`config.mk`:
```
export PLATFORM = sky130hd
export DESIGN_NAME = alu_issue
export DESIGN_NICKNAME = d
export VERILOG_FILES = /design/src/rtl/alu_issue.sv
export SDC_FILE = /design/constraint.sdc
export NUM_CORES = 1
export LEC_CHECK = 0
export CORE_ASPECT_RATIO = 1.4
export CORE_MARGIN = 3
export CORE_UTILIZATION = 39
export DETAILED_ROUTE_END_ITERATION = 12
export GPL_ROUTABILITY_DRIVEN = 0
export PLACE_DENSITY = 0.78
export REMOVE_ABC_BUFFERS = 1
export SLEW_MARGIN = 25
export SYNTH_ARGS = -nofsm -noshare
export SYNTH_HDL_FRONTEND = slang
export SYNTH_SLANG_ARGS = --single-unit
```
`constraint.sdc`:
```
create_clock -name i_clk -period 3.6 [get_ports i_clk]
set_input_delay 0.54 -clock i_clk [delete_from_list [all_inputs] [get_ports i_clk]]
set_output_delay 0.54 -clock i_clk [all_outputs]
set_load 0.01 [all_outputs]
```
`src/rtl/alu_issue.sv`:
```
// Single-entry issue buffer between decode and the ALU, with one tracked in-flight write.
// Latency: at least 1 cycle from accept to issue; a dependent op waits for its producer's result.
// Backpressure: o_ready drops while the buffered op cannot issue (ALU busy or hazard).
// Define ALU_ISSUE_BYPASS_EN to forward i_alu_c straight onto o_a/o_b in the cycle the result returns.
module alu_issue (
    input  logic        i_clk,
    input  logic        i_reset,
    input  logic        i_valid,
    output logic        o_ready,
    input  logic [3:0]  i_op,
    input  logic [4:0]  i_areg,
    input  logic [4:0]  i_breg,
    input  logic [4:0]  i_wreg,
    input  logic        i_wen,
    input  logic [31:0] i_a,
    input  logic [31:0] i_b,
    output logic        o_stb,
    output logic [3:0]  o_op,
    output logic [31:0] o_a,
    output logic [31:0] o_b,
    input  logic        i_alu_valid,
    input  logic        i_alu_busy,
    input  logic [31:0] i_alu_c,
    output logic        o_wb_valid,
    output logic [4:0]  o_wb_reg,
    output logic [31:0] o_wb_data
);

    logic        buf_valid_q, buf_valid_d;
    logic [3:0]  buf_op_q, buf_op_d;
    logic [4:0]  buf_areg_q, buf_areg_d;
    logic [4:0]  buf_breg_q, buf_breg_d;
    logic [4:0]  buf_wreg_q, buf_wreg_d;
    logic        buf_wen_q, buf_wen_d;
    logic [31:0] buf_a_q, buf_a_d;
    logic [31:0] buf_b_q, buf_b_d;
    logic        inflight_q, inflight_d;
    logic [4:0]  inflight_reg_q, inflight_reg_d;

    logic        ret_vld;
    logic        a_match;
    logic        b_match;
    logic        resolved;
    logic        a_fwd;
    logic        b_fwd;
    logic        hazard;
    logic        issue;
    logic        accept;

    // Decide whether the buffered op may issue this cycle and whether a new op is accepted.
    always_comb begin
        ret_vld = i_alu_valid && inflight_q;
        a_match = (buf_areg_q == inflight_reg_q);
        b_match = (buf_breg_q == inflight_reg_q);
`ifdef ALU_ISSUE_BYPASS_EN
        // The returning result is muxed onto the operand, so the dependency clears immediately.
        resolved = ret_vld;
        a_fwd    = ret_vld && a_match;
        b_fwd    = ret_vld && b_match;
`else
        // The buffered operand is patched at the edge; the dependent op issues one cycle later.
        resolved = 1'b0;
        a_fwd    = 1'b0;
        b_fwd    = 1'b0;
`endif
        hazard = inflight_q && (a_match || b_match) && !resolved;
        issue  = buf_valid_q && !i_alu_busy && !hazard;
        accept = i_valid && (!buf_valid_q || issue);
    end

    // Drive the ALU issue port and the register-file write port.
    always_comb begin
        o_ready    = !buf_valid_q || issue;
        o_stb      = issue;
        o_op       = buf_op_q;
        o_a        = a_fwd ? i_alu_c : buf_a_q;
        o_b        = b_fwd ? i_alu_c : buf_b_q;
        o_wb_valid = ret_vld;
        o_wb_reg   = inflight_reg_q;
        o_wb_data  = i_alu_c;
    end

    // Next state of the op buffer and the in-flight write tracker.
    always_comb begin
        buf_valid_d    = buf_valid_q;
        buf_op_d       = buf_op_q;
        buf_areg_d     = buf_areg_q;
        buf_breg_d     = buf_breg_q;
        buf_wreg_d     = buf_wreg_q;
        buf_wen_d      = buf_wen_q;
        buf_a_d        = buf_a_q;
        buf_b_d        = buf_b_q;
        inflight_d     = inflight_q;
        inflight_reg_d = inflight_reg_q;

        if (accept) begin
            // A source written by the returning result takes i_alu_c: the regfile read is still stale.
            buf_valid_d = 1'b1;
            buf_op_d    = i_op;
            buf_areg_d  = i_areg;
            buf_breg_d  = i_breg;
            buf_wreg_d  = i_wreg;
            buf_wen_d   = i_wen;
            buf_a_d     = (ret_vld && (i_areg == inflight_reg_q)) ? i_alu_c : i_a;
            buf_b_d     = (ret_vld && (i_breg == inflight_reg_q)) ? i_alu_c : i_b;
        end else begin
            if (issue) begin
                buf_valid_d = 1'b0;
            end
            // Keep a waiting op's operands current with the result it depends on.
            if (ret_vld && a_match) begin
                buf_a_d = i_alu_c;
            end
            if (ret_vld && b_match) begin
                buf_b_d = i_alu_c;
            end
        end

        // A new write issuing in the same cycle a result returns wins over the clear.
        if (i_alu_valid) begin
            inflight_d = 1'b0;
        end
        if (issue && buf_wen_q) begin
            inflight_d     = 1'b1;
            inflight_reg_d = buf_wreg_q;
        end

        if (i_reset) begin
            buf_valid_d = 1'b0;
            inflight_d  = 1'b0;
        end
    end

    // State registers; reset is folded into the next-state logic so data flops stay unreset.
    always_ff @(posedge i_clk) begin
        buf_valid_q    <= buf_valid_d;
        buf_op_q       <= buf_op_d;
        buf_areg_q     <= buf_areg_d;
        buf_breg_q     <= buf_breg_d;
        buf_wreg_q     <= buf_wreg_d;
        buf_wen_q      <= buf_wen_d;
        buf_a_q        <= buf_a_d;
        buf_b_q        <= buf_b_d;
        inflight_q     <= inflight_d;
        inflight_reg_q <= inflight_reg_d;
    end

endmodule

```
# Word-level counts from Yosys, hierarchy flattened
# Index checks and enable logic that the tools add are counted.
dict set report op_classes {
  addsub 0
  mul 0
  div 0
  n_lt_le_gt_ge 0
  eq_ne 4
  shifts 0
  n_mux 10
  bitwise_logic 0
  n_reduce_logical 19
}
# cell n
set op_table {}
lappend op_table {{2-to-1 mux 32 bit} 6}
lappend op_table {{== test 5 bit} 4}
lappend op_table {{logical AND 1 bit} 10}
lappend op_table {{nonzero test 2 bit} 4}
lappend op_table {{2-to-1 mux 1 bit} 4}
lappend op_table {{logical NOT 1 bit} 3}
lappend op_table {{logical OR 1 bit} 2}
dict set report totals {
  reg_bits 91
  latchBits 0
  mem_bits_rw 0
  rom_bits 0
  wordCells 43
  mem_count 0
}

# Longest topological paths before layout
# Gate-level depths: netlist of the first run.
dict set report depth {
  depth_word 8
  ltp_mapped 7
  ltp_nobuf 5
}

# Least setup slack after synthesis of the first run
# OpenSTA, ideal clock, no wires.
dict set report synth_path {
  kind {reg-to-reg}
  start {register inflight_reg_q[3] (netlist: o_wb_reg[3])}
  end {register buf_a_q[0] (netlist: o_a[0]), enable pin}
  arrival_ps 2765
  setup_slack_ps 447
  stages_incl_launch_ff 7
  synth_period_minus_slack_ps 3153
  path_cell_list {edfxtp_1 buf_2 xnor2_1 nand4_1 o32ai_4 nor2b_1 a21o_1}
}
dict set report synth_between {
  elab_chain_len 8
  elab_cells_between_ends 10
  classes_between {eq/ne: 2; reduce/logical: 8}
}
# item line
set synth_rtl {}
lappend synth_rtl {{start: declaration} 38} ;# logic [4:0] inflight_reg_q, inflight_reg_d;
lappend synth_rtl {{start signal: assignment} 145} ;# inflight_reg_q <= inflight_reg_d;
lappend synth_rtl {{== test 5 bit, on equally long branches} {53, 54}}
lappend synth_rtl {{logical OR 1 bit (*)} 66} ;# hazard = inflight_q && (a_match || b_match) && !resolved;
lappend synth_rtl {{logical AND 1 bit (*)} 66}
lappend synth_rtl {{logical NOT 1 bit (*)} 67} ;# issue = buf_valid_q && !i_alu_busy && !hazard;
lappend synth_rtl {{logical AND 1 bit (*)} 67}
lappend synth_rtl {{logical OR 1 bit (*)} 68} ;# accept = i_valid && (!buf_valid_q || issue);
lappend synth_rtl {{logical AND 1 bit (*)} 68}
lappend synth_rtl {{net accept} 48} ;# logic accept;
lappend synth_rtl {{nonzero test 2 bit (no line) (*)} --}
lappend synth_rtl {{end signal: assignment} 142} ;# buf_a_q <= buf_a_d;
lappend synth_rtl {{end: declaration} 35} ;# logic [31:0] buf_a_q, buf_a_d;
# Mark *: on every way through the listed nets, which the timed path passes. The rest lies on a longest branch.
# A chain may end at the register's enable or synchronous reset.

# Worst setup path after layout of the first run
dict set report layout_path {
  start {register inflight_reg_q[3] (netlist: o_wb_reg[3])}
  end {output port o_stb}
}
dict set report layout_between {
  elab_chain_len 5
  elab_cells_between_ends 6
  classes_between {eq/ne: 2; reduce/logical: 4}
}
# item line
set layout_rtl {}
lappend layout_rtl {{== test 5 bit, on equally long branches} {53, 54}}
lappend layout_rtl {{logical OR 1 bit (*)} 66}
lappend layout_rtl {{logical AND 1 bit (*)} 66}
lappend layout_rtl {{logical NOT 1 bit (*)} 67}
lappend layout_rtl {{logical AND 1 bit (*)} 67}
lappend layout_rtl {{end: declaration} 17} ;# output logic o_stb,
# Mark *: on every way between the ends. The rest lies on a longest branch, timed or not.

==> run_results.csv, run 1 <==
group,metric,value,unit
outcome,status,"finished, final reports clean",
drt,drt-initial-drc-count,79,
sta,tightest_slew,0.6194,ns
sta,setup_tns,0,ns
worst_setup_path,cp.required,3.06,ns
clock_network,cts_htree_levels,3,
clock_network,clkLatencyLatePin,0.33,ns
logic_synthesis,syn_avg_cell_area,16.42,um2
sta,min_period_over_period,80.00,%
min_path,hold_class,"flip-flop to flip-flop",
finish,syn_to_final_growth,61.52,%
pwr,p_per_area,401.5,mW/mm2
finish,layout-drive-gt1-share,6.140,%
sta,final.setup.worst_slack,0.7198,ns
sta,fmax,0.3472,GHz
min_path,min_from,"buf_wreg_q[3]",
drt,drtPass1Iterations,4,
logic_synthesis,synth_area,0.004104,mm2
floorplan,die_w,92.70,um
sta,skew,0.009586,ns
placed_design,port_buffers,228,
grt,grt_pass1_wl,16880,um
floorplan,start_util,40.79,%
drt,antenna_left,0,
logic_synthesis,ys_warn_count,0,
clock_network,post_cts_buffers,0,
logic_synthesis,yosysTopAreaCellShare,65.12,%
clock_network,cts.sinks,91,
finish,diodes,0,
pwr,ir_worst_vdd,0.1915,mV
floorplan,io_pins,229,
run,cap_violations,0,
pwr,leakage,2.319,nW
clock_network,clkSlewWorstSetupHoldPaths,0.06,ns
drt,drt-total-wl,11370,um
grt,grt_util_all_layers,19.16,%
floorplan,core.rowCount,43,
logic_synthesis,netlist_instances,250,
clock_network,hold_buffers,0,
worst_setup_path,rr_worst_depth,6,
drt,vias,2798,
worst_setup_path,arrival,2.34,ns
logic_synthesis,synth_top_area_cell,"edfxtp_1",
clock_network,cts_tree,"done",
floorplan,fp.dieArea,0.01181,mm2
sta,rsz0062_at_grt,"no",
clock_network,cts_root_buf,"clkbuf_16",
logic_synthesis,synth_flop_cell,"edfxtp_1",
drt,drc_errors,0,
logic_synthesis,synthArstFlopShare,0,%
clock_network,post_cts_resized,0,
logic_synthesis,netlist-cell-type-count,24,
min_path,whs_endpoint,"o_wb_reg[3]",
grt,antenna_found_initial,0,
worst_setup_path,r2r-end,"o_a[7]",
placed_design,dp_hpwl,8880,um
grt,grt_pass1_vias,2998,
sta,finalSetupViolations,0,
drt,wl_per_cell,19.24,um
sta,slew_viol_final,0,
logic_synthesis,synth-edff-count,89,
worst_setup_path,endpoint_kind,"output port",
floorplan,fp.dieH,127.4,um
sta,period_needed,2.880,ns
floorplan,coreArea,0.01006,mm2
finish,fillerInstances,754,
logic_synthesis,ys_seq_area_share,66.10,%
sta,hold_viol_final,0,
min_path,hold_depth,0,
finish,fin_nets,573,
grt,grt_max_degree,28,
logic_synthesis,synthTopCellsByArea,"edfxtp_1, mux2_1, buf_4, xnor2_1, buf_2",
logic_synthesis,synth_seq_cells,91,
drt,via_per_inst,4.734,
placed_design,dpl_worst_slack,0.7670,ns
clock_network,cts_inserted_buffers,9,
sta,slew_headroom,58.61,%
worst_setup_path,crit_path_start_kind,"flip-flop",
worst_setup_path,cp_max_fo,5,
worst_setup_path,worstSetupPathType,"flip-flop to output port",
worst_setup_path,r2r-start,"o_wb_reg[4]",
worst_setup_path,r2r_slack,1.20,ns
clock_network,clockBufferDepth,2,
pwr,finalPower,2.661,mW
grt,grt_overflow,0,
## cell usage in the layout (no fill, tap or decap)
cell type,count
a21o_1,2
a21oi_1,3
a41o_1,1
and2_1,1
and3b_1,1
and4b_1,1
buf_12,2
buf_4,5
bufinv_16,1
clkbuf_16,9
clkdlybuf4s50_1,228
clkinv_1,2
clkinv_2,1
clkinvlp_4,2
dfxtp_1,2
edfxtp_1,89
inv_1,1
mux2_1,60
mux2_2,4
nand2_1,5
nand3_1,2
nand4_1,3
nor2_1,3
nor2_4,2
nor2b_2,1
nor3b_1,1
o21ai_0,3
o32ai_4,1
xnor2_1,20
## report_power, final
group	switching (mW)	total [mW]	internal, mW
clock	0.372	0.900	0.528
combinational	0.183	0.486	0.302
sequential	0.0226	1.28	1.25
total	0.578	2.66	2.08
## layer usage
layer  global-route usage [%]  wire length (um)
met3                    6.066               919
met2                    33.72              5993
met4                    6.903               215
met5                        0                 0
met1                    21.79              4239
## worst max-delay path: stages (launching register included)
cell	delay (ns)
edfxtp_1	0.50
xnor2_1	0.18
nand3_1	0.16
nor2_1	0.08
o21ai_0	0.31
and3b_1	0.23
clkdlybuf4s50_1	0.54
## kinds of logic (layout without fill, tap and decap cells)
kind of cell | count (synthesis) | in the layout | share of synthesized area (%)
compound gates | 10 | 10 | 2.012
xor+xnor | 20 | 20 | 4.268
buf+inv | 45 | 251 | 7.378
flops | 91 | 91 | 66.10
mux | 64 | 64 | 17.56
simple gates | 20 | 20 | 2.683
## synthesized netlist by cell type (all sizes together) (2+ instances only)
cell and count:
mux2 64, xnor2 20, a21oi 3, o21ai 3, nand3 2, buf 43
a21o 2, edfxtp 89, nand4 3, dfxtp 2, nor2 5, nand2 5
## stage by stage
step	utilization, %	hold WS [ns]	instances	instance area [um2]
2_1_floorplan	-	0.4003	206	3805
3_3_place_gp	63.08	0.4018	576	6346
3_5_place_dp	63.08	0.4088	576	6346
4_1_cts	65.89	0.4190	591	6629
5_1_grt	65.89	0.4246	591	6629
6_report	65.89	0.4146	591	6629
## area by class of cell
| class | instances | area (um2) | area share, % |
|---|---|---|---|
| Inverter | 1 | 3.754 | 0.05663 |
| Timing Repair Buffer | 235 | 2360 | 35.60 |
| Clock inverter | 6 | 57.56 | 0.8683 |
| Tap cell | 135 | 168.9 | 2.548 |
| Sequential cell | 91 | 2713 | 40.92 |
| Clock buffer | 9 | 225.2 | 3.398 |
| Multi-Input combinational cell | 114 | 1101 | 16.61 |
## worst max path at each step
stage	cells after the start	endpoint	slack, ns	startpoint
global placement	6	o_a[0]	0.87	i_alu_busy
CTS	6	o_stb	0.73	o_wb_reg[3]
global route	6	o_stb	0.65	o_wb_reg[2]
finish	6	o_stb	0.72	o_wb_reg[3]
detailed placement	7	o_a[21]	0.77	i_areg[3]
floorplan	5	o_a[0]	0.48	o_wb_reg[3]
No activity file was read; power rests on OpenSTA's default activity.
==> run 2, diff against run 1 <==
--- a/config.mk
+++ b/config.mk
@@ -7,10 +7,10 @@
 export LEC_CHECK = 0
 export CORE_ASPECT_RATIO = 1.4
 export CORE_MARGIN = 3
-export CORE_UTILIZATION = 39
+export CORE_UTILIZATION = 35
 export DETAILED_ROUTE_END_ITERATION = 12
 export GPL_ROUTABILITY_DRIVEN = 0
-export PLACE_DENSITY = 0.78
+export PLACE_DENSITY = 0.74
 export REMOVE_ABC_BUFFERS = 1
 export SLEW_MARGIN = 25
 export SYNTH_ARGS = -nofsm -noshare
==> constraint.sdc (replaced) <==
create_clock -name i_clk -period 2.5 [get_ports i_clk]
set_input_delay 0.375 -clock i_clk [delete_from_list [all_inputs] [get_ports i_clk]]
set_output_delay 0.375 -clock i_clk [all_outputs]
set_load 0.01 [all_outputs]
==> run 2 against run 1 <==
- hold slack better by 0.0041 ns
- global-route usage down 1.8 points
- die area up 11%
- final cell count increased by 3.7%
- power is 41% higher
- core utilization is 6.3 points lower
- non-clock buffer count rose by 12
- critical endpoint is now o_a[21]
- highest routed layer unchanged
==> run_results.csv, run 2 (synthesis results as in run 1) <==
group,metric,value,unit
outcome,status,"finished, final reports clean",
placed_design,dp_hpwl,8622,um
pwr,p_per_area,554.2,mW/mm2
floorplan,die_w,97.52,um
floorplan,core.rowCount,46,
min_path,hold_depth,0,
sta,tightest_slew,0.4783,ns
drt,drc_errors,0,
grt,antenna_found_initial,0,
worst_setup_path,cp_max_fo,18,
sta,holdWs,0.4187,ns
pwr,leakage,2.412,nW
sta,finalSetupViolations,0,
clock_network,cts_inserted_buffers,9,
worst_setup_path,r2r-end,"o_a[21]",
finish,layout_commonest_cell,"clkdlybuf4s50_1",
drt,antenna_left,0,
sta,final.setup.worst_slack,0.1854,ns
run,cap_violations,0,
worst_setup_path,arrival,2.39,ns
worst_setup_path,endpoint_kind,"flip-flop",
worst_setup_path,cp.required,2.58,ns
sta,min_period_over_period,92.59,%
grt,grt_max_degree,33,
floorplan,coreArea,0.01140,mm2
floorplan,start_util,36.01,%
drt,wl_per_cell,18.70,um
worst_setup_path,cp_common_cell,"buf_4",
clock_network,cts.sinks,91,
finish,final_cell_mix,"clkdlybuf4s50_1, edfxtp_1, mux2_1",
worst_setup_path,slowest_delay,0.45,ns
grt,grt_pass1_vias,3177,
min_path,min_from,"buf_wreg_q[0]",
sta,skew,0.008782,ns
drt,via_per_inst,4.661,
worst_setup_path,r2r-start,"o_wb_reg[0]",
grt,grt_pass1_wl,17430,um
sta,setup_tns,0,ns
drt,drt-initial-drc-count,84,
pwr,finalPower,3.760,mW
min_path,whs_endpoint,"o_wb_reg[0]",
pwr,ir_worst_vdd,0.3520,mV
placed_design,port_buffers,228,
grt,grt_overflow,0,
sta,rsz0062_at_grt,"no",
grt,grt_util_all_layers,17.41,%
worst_setup_path,critPathTopFamily,"buffers and inverters",
sta,fmax,0.4320,GHz
clock_network,clockBufferDepth,2,
drt,vias,2857,
sta,hold_viol_final,0,
floorplan,fp.dieH,134.1,um
worst_setup_path,rr_worst_depth,9,
clock_network,clkLatencyLatePin,0.33,ns
worst_setup_path,path_cells,"buf_4 -> buf_4 -> buf_4 -> xnor2_1 -> nand4_1 -> o21ai_0 -> nor2_4 -> buf_12 -> mux2_1",
min_path,hold_class,"flip-flop to flip-flop",
sta,slew_headroom,68.11,%
drt,drtPass1Iterations,3,
floorplan,io_pins,229,
finish,layout-drive-gt1-share,10.02,%
floorplan,fp.dieArea,0.01308,mm2
worst_setup_path,crit_path_start_kind,"flip-flop",
clock_network,cts_root_buf,"clkbuf_16",
clock_network,cts_tree,"done",
finish,syn_to_final_growth,65.34,%
worst_setup_path,cp_slowest_cell,"edfxtp_1",
finish,fin_nets,585,
placed_design,dpl_worst_slack,0.09159,ns
worst_setup_path,r2r_slack,0.19,ns
worst_setup_path,crit_buf_inv,4,
finish,diodes,0,
sta,slew_viol_final,0,
worst_setup_path,worstSetupPathType,"flip-flop to flip-flop",
clock_network,hold_buffers,0,
drt,drt-total-wl,11470,um
clock_network,clkSlewWorstSetupHoldPaths,0.06,ns
clock_network,cts_htree_levels,3,
sta,period_needed,2.315,ns
finish,fin_util,59.54,%
## run 2: changes by cell type in the layout (fill, tap and decap cells not counted), sizes merged
cell / change
clkinv: -1
bufinv: -1
clkdlybuf4s50: -2
dlymetal6s2s: +2
buf: +12
clkbuf: +2
clkinvlp: +1
## run 2: repair_timing
item                                    4_1_cts  5_1_grt
endpoints found under the setup margin        2        2
buffers inserted                              5        4
pin swaps                                     3        1
resized for setup                             5        6
endpoints found under the hold margin         0        0
## run 2: how the worst max path moves through the flow
stage / from / endpoint / slack [ns] / depth (start not counted)
after floorplan: o_wb_reg[3] / o_a[0] / -0.62 / 5
after global placement: i_areg[2] / o_a[4] / 0.12 / 7
after detailed placement: i_areg[2] / o_a[21] / 0.09 / 7
after CTS: o_wb_reg[4] / o_stb / 0.01 / 6
after global routing: o_wb_reg[0] / o_a[10] / 0.08 / 9
final: o_wb_reg[0] / o_a[21] / 0.19 / 9
## run 2: layout make-up
cell class              instances  area, um2
clock buffers                  11      232.7
clock inverters                 5      30.03
fillers                       889       4611
inverters                       1      3.754
multi-input cells             114       1146
flip-flops and latches         91       2713
well taps                     144      180.2
repair buffers                247       2480
## run 2: power breakdown
part           leakage (nW)  switching [mW]  internal (mW)
Sequential            0.875          0.0327           1.80
Combinational          1.42           0.272          0.448
Clock                 0.117           0.535          0.667
Total                  2.41           0.840           2.92
## run 2: metrics by stage
stage | cells | area [um2]
2_1_floorplan | 206 | 3805
3_3_place_gp | 588 | 6405
3_5_place_dp | 588 | 6405
4_1_cts | 609 | 6720
5_1_grt | 613 | 6785
6_report | 613 | 6785
## run 2: metal layers
layer  part of all wire, %  GRT usage (%)  wire (um)
met4                   3.1          8.468        351
met3                   6.6          4.422        753
met2                    55          31.69       6334
met5                     0              0          0
met1                    35          18.65       4026
==> run 3, diff against run 2 <==
--- a/config.mk
+++ b/config.mk
@@ -10,9 +10,11 @@
 export CORE_UTILIZATION = 35
 export DETAILED_ROUTE_END_ITERATION = 12
 export GPL_ROUTABILITY_DRIVEN = 0
+export HOLD_SLACK_MARGIN = 0.1
 export PLACE_DENSITY = 0.74
 export REMOVE_ABC_BUFFERS = 1
 export SLEW_MARGIN = 25
 export SYNTH_ARGS = -nofsm -noshare
 export SYNTH_HDL_FRONTEND = slang
 export SYNTH_SLANG_ARGS = --single-unit
+export TNS_END_PERCENT = 10
==> results of run 3 <==
Final layout, timing and power as in run 2 (identical DEF).
